$ cat config.mk
export PLATFORM = sky130hd
export DESIGN_NAME = multiplier_sequential
export DESIGN_NICKNAME = d
export VERILOG_FILES = /design/src/rtl/multiplier_sequential.sv
export SDC_FILE = /design/constraint.sdc
export NUM_CORES = 1
export LEC_CHECK = 0
export BUFFER_PORTS_ARGS = -buffer_cell sky130_fd_sc_hd__buf_2
export CAP_MARGIN = 20
export CORE_MARGIN = 10
export CORE_UTILIZATION = 55
export CTS_CLUSTER_DIAMETER = 80
export CTS_CLUSTER_SIZE = 10
export DETAILED_ROUTE_END_ITERATION = 6
export GPL_ROUTABILITY_DRIVEN = 0
export PLACE_DENSITY = 0.73
export SLEW_MARGIN = 20
export SYNTH_ARGS = -nofsm -noshare
export SYNTH_HDL_FRONTEND = slang
export SYNTH_SLANG_ARGS = --single-unit
$ cat constraint.sdc
create_clock -name clock -period 4.18 [get_ports clock]
set_input_delay 0.627 -clock clock [delete_from_list [all_inputs] [get_ports clock]]
set_output_delay 0.627 -clock clock [all_outputs]
set_load 0.01 [all_outputs]
$ cat src/rtl/multiplier_sequential.sv
// ============================================================================
// Module   : multiplier_sequential
// Brief    : Shift-and-add multiplier, WIDTH x WIDTH -> 2*WIDTH, signed/unsigned,
//            one multiplier bit retired per clock with start/busy/done handshake.
// Revision : 1.0 - initial release
// ============================================================================
`default_nettype none

module multiplier_sequential #(
    parameter int WIDTH = 8
) (
    input  logic                 clock,
    input  logic                 reset_n,
    input  logic                 start,
    input  logic                 signed_mode,
    input  logic [WIDTH-1:0]     multiplicand,
    input  logic [WIDTH-1:0]     multiplier,
    output logic                 busy,
    output logic                 done,
    output logic [2*WIDTH-1:0]   product
);

    localparam int c_CNT_W = $clog2(WIDTH) + 1;
    localparam logic [c_CNT_W-1:0] c_LAST = c_CNT_W'(WIDTH - 1);

    typedef enum logic [1:0] {
        S_IDLE   = 2'd0,
        S_CALC   = 2'd1,
        S_FINISH = 2'd2
    } state_t;

    state_t                 r_state;
    state_t                 w_state_next;
    logic [WIDTH-1:0]       r_mcand;
    logic [WIDTH-1:0]       r_mplier;
    logic [2*WIDTH-1:0]     r_acc;
    logic                   r_sign;
    logic [c_CNT_W-1:0]     r_count;
    logic                   r_done;
    logic [2*WIDTH-1:0]     r_product;

    logic                   w_accept;
    logic [WIDTH-1:0]       w_a_mag;
    logic [WIDTH-1:0]       w_b_mag;
    logic [2*WIDTH-1:0]     w_addend;

    // The magnitude of -2^(WIDTH-1) is 2^(WIDTH-1), still representable unsigned.
    assign w_a_mag  = (signed_mode && multiplicand[WIDTH-1]) ? -multiplicand : multiplicand;
    assign w_b_mag  = (signed_mode && multiplier[WIDTH-1])   ? -multiplier   : multiplier;
    assign w_addend = {{WIDTH{1'b0}}, r_mcand} << r_count;

    always_ff @(posedge clock or negedge reset_n) begin
        if (!reset_n) begin
            r_state <= S_IDLE;
        end else begin
            r_state <= w_state_next;
        end
    end

    always_comb begin
        w_state_next = r_state;
        w_accept     = 1'b0;
        case (r_state)
            S_IDLE: begin
                if (start) begin
                    w_accept     = 1'b1;
                    w_state_next = S_CALC;
                end
            end
            S_CALC: begin
                if (r_count == c_LAST) begin
                    w_state_next = S_FINISH;
                end
            end
            S_FINISH: begin
                w_state_next = S_IDLE;
            end
            default: begin
                w_state_next = S_IDLE;
            end
        endcase
    end

    always_ff @(posedge clock or negedge reset_n) begin
        if (!reset_n) begin
            r_mcand   <= '0;
            r_mplier  <= '0;
            r_acc     <= '0;
            r_sign    <= 1'b0;
            r_count   <= '0;
            r_done    <= 1'b0;
            r_product <= '0;
        end else begin
            r_done <= 1'b0;
            if (w_accept) begin
                r_mcand  <= w_a_mag;
                r_mplier <= w_b_mag;
                r_sign   <= signed_mode & (multiplicand[WIDTH-1] ^ multiplier[WIDTH-1]);
                r_count  <= '0;
                r_acc    <= '0;
            end else if (r_state == S_CALC) begin
                if (r_mplier[0]) begin
                    r_acc <= r_acc + w_addend;
                end
                r_mplier <= r_mplier >> 1;
                r_count  <= r_count + c_CNT_W'(1);
            end else if (r_state == S_FINISH) begin
                r_product <= r_sign ? -r_acc : r_acc;
                r_done    <= 1'b1;
            end
        end
    end

    assign busy    = (r_state != S_IDLE);
    assign done    = r_done;
    assign product = r_product;

endmodule

`default_nettype wire

==> metrics <==
total CTS buffers=5; initial core utilization=0.566; worst setup margin=0.773 ns; post-synthesis cell area=3820 um^2; crit-path cells=mux2i_1, mux4_2, nor2_1, ha_1, a2111oi_2, a2111oi_2, or3_1, a32o_1; number of gates resized after CTS=0; routed wire length per instance=14.8 um; P_leak=1.94 nW; P&R area growth vs syn=8.61%; final hold viol count=0; Post-CTS Setup Bufs=0; reg2reg start=r_count[0]$_DFFE_PN0P_; CP max stage cell=dfrtp_1; initial antenna violation count=0; Crit Reg-Reg Endpoint=r_acc[12]$_DFFE_PN0P_; Clock transition at path regs=0.10 ns; crit path DAT=3.61 ns; non-filler instance count after layout=548; DP Area=4030 um^2; Synth Register Bits=56; CTS HTree Levels=2; Core Rows=30; Syn Inst Count=442; flop-to-flop setup slack=0.77 ns; drt first pass iters=5; crit path max fanout=18; Critical Path End Type=flip-flop; critical path class=reg2reg; GRT Util Overall=0.162; Final min period=3.41 ns; Slew Limit Fails=0; clk_lat worst skew=0.31 ns; most used cell, CP=a2111oi_2; maximum vdd ir drop=343 uV; CTS sink cnt=56; Max-Cap Viols=0; asr flop ratio synth=1.00; Die Y=103 um; most frequent cells in the layout=nand2_1, dfrtp_1, o21ai_0; RSZ-0062 raised after global routing=no; Core Area=6760 um^2; share of cells above drive strength 1=0.137; Post-synth EDFFs=0; vias in the first global route=3063; final net count=507; Largest stage delay, worst path=0.78 ns; final setup violation count=0; Worst-Margin Slew=0.969 ns; fmax=0.293 GHz; synth unique cells=55; die width=103 um; Post-Layout Inst Area=4150 um^2; CP required=4.39 ns; syn_area_per_cell=8.65 um^2; worst-case clock buffer depth=2; Overflow after GRT=0; crit path capture=r_acc[12]$_DFFE_PN0P_; filler cell count=599; cts hold-fix bufs=0; register area share after synthesis=0.367; Syn. warnings=0; Pwr Density=792 nW/um^2; Port Buf Inserts=37; CTS tree=done; ANT cells=0; clk root buf=clkbuf_8; worst hold slack=0.212 ns; DR vias/cell=5.88; Ports=38; final core occ=0.614; Fin Setup TNS=0 ns; syn_nets=482; Design Power=3.29 mW; clock skew=0.00648 ns; top_reg_cell synth=dfrtp_1; worst relative slew slack=0.354; first-pass GRT wire length=14200 um; die area=10700 um^2; Hold WC Path Type=in2async; DR vias=3221; final wirelength=8100 um; commonest non-fill, non-tap cell in the layout=nand2_1; DR DRC count=0; final period utilization=0.815; DP Worst Slack=0.805 ns; DRT iter0 DRCs=191; pin count of the biggest net entering global routing=41; critical path launch point type=flip-flop; hpwl dp=6300 um; placed insts=540; Critical path origin=r_count[0]$_DFFE_PN0P_; Post-DRT Antenna Nets=0; outcome=finished, final reports clean; r2r worst-path depth=8
## worst max-delay path: cells and delay by family (launching register included)
family / cells / cell delay (ns)
AND/OR/NAND/NOR: 2 / 0.50
adder cells (fa/ha/maj): 1 / 0.29
AO/OA/AOI/OAI: 3 / 0.94
multiplexers: 2 / 0.80
flip-flops: 1 / 0.78
## where the power goes
group	switching [mW]	internal, mW	total (mW)
combinational	1.02	0.800	1.82
clock	0.174	0.212	0.386
sequential	0.310	0.770	1.08
total	1.51	1.78	3.29
## kinds of logic after synthesis
group,Yosys count,synth area share
XOR/XNOR,35,0.0802
flip-flops,56,0.367
AND/OR/NAND/NOR,162,0.198
buffers and inverters,35,0.0393
multiplexers,17,0.0524
AO/OA/AOI/OAI,117,0.196
adder cells (fa/ha/maj),20,0.0674
## Yosys cell counts, types with 2 or more instances
cell,number,share of area
o21ai_1,5,0.0065
a22o_1,3,0.0069
or3_1,9,0.015
o22ai_1,4,0.0065
inv_1,13,0.013
nor2_1,22,0.022
o31ai_1,6,0.012
dfrtp_1,56,0.37
a21oi_1,13,0.017
a22oi_1,2,0.0039
a21o_1,5,0.0098
a31oi_1,11,0.018
xor2_1,26,0.060
a2111oi_2,2,0.0079
nand3_1,17,0.022
mux4_2,2,0.012
ha_1,19,0.062
nand2b_1,4,0.0065
o21ai_0,45,0.059
xnor2_1,9,0.021
a32o_1,3,0.0079
nand4_1,4,0.0065
and2_1,2,0.0033
mux2_2,4,0.012
o21a_1,3,0.0059
nor2b_1,10,0.016
o21ai_2,2,0.0046
mux2i_1,11,0.029
a211oi_1,3,0.0059
clkbuf_1,17,0.017
nor3_1,12,0.016
nand2_1,75,0.074
## how the worst min path moves through the flow
stage                                  startpoint                       to  slack (ns)
after floorplan                           reset_n           done$_DFF_PN0_        0.33
after global placement     product[5]$_DFFE_PN0P_   product[5]$_DFFE_PN0P_        0.46
after detailed placement  product[15]$_DFFE_PN0P_  product[15]$_DFFE_PN0P_        0.46
after CTS                                 reset_n   product[5]$_DFFE_PN0P_        0.22
after global routing                      reset_n  product[11]$_DFFE_PN0P_        0.23
final                                     reset_n           done$_DFF_PN0_        0.21
## per-layer routing
metal  GRT usage  up-vias  wire length, um
met1       0.209     1522             3750
met5           0        -                0
li1            -     1628                -
met4      0.0364        0               57
met3      0.0312        4              370
met2       0.274       67             3930
## final cells by class
class / count / area [um^2] / area share
clock buffers: 7 / 96.3 / 0.0232
clock inverters: 1 / 30.0 / 0.00723
inverters: 14 / 52.6 / 0.0127
multi-input cells: 351 / 2270 / 0.547
flip-flops and latches: 56 / 1400 / 0.338
well taps: 80 / 100 / 0.0241
repair buffers: 39 / 200 / 0.0482
## registers in the layout, indices dropped and copies added (netlist names)
| register | count |
|---|---|
| product | 16 |
| r_acc | 16 |
| r_mcand | 8 |
| r_mplier | 8 |
| r_count | 4 |
| r_state | 2 |
| done | 1 |
| r_sign | 1 |
No activity file was read; power rests on OpenSTA's default activity.
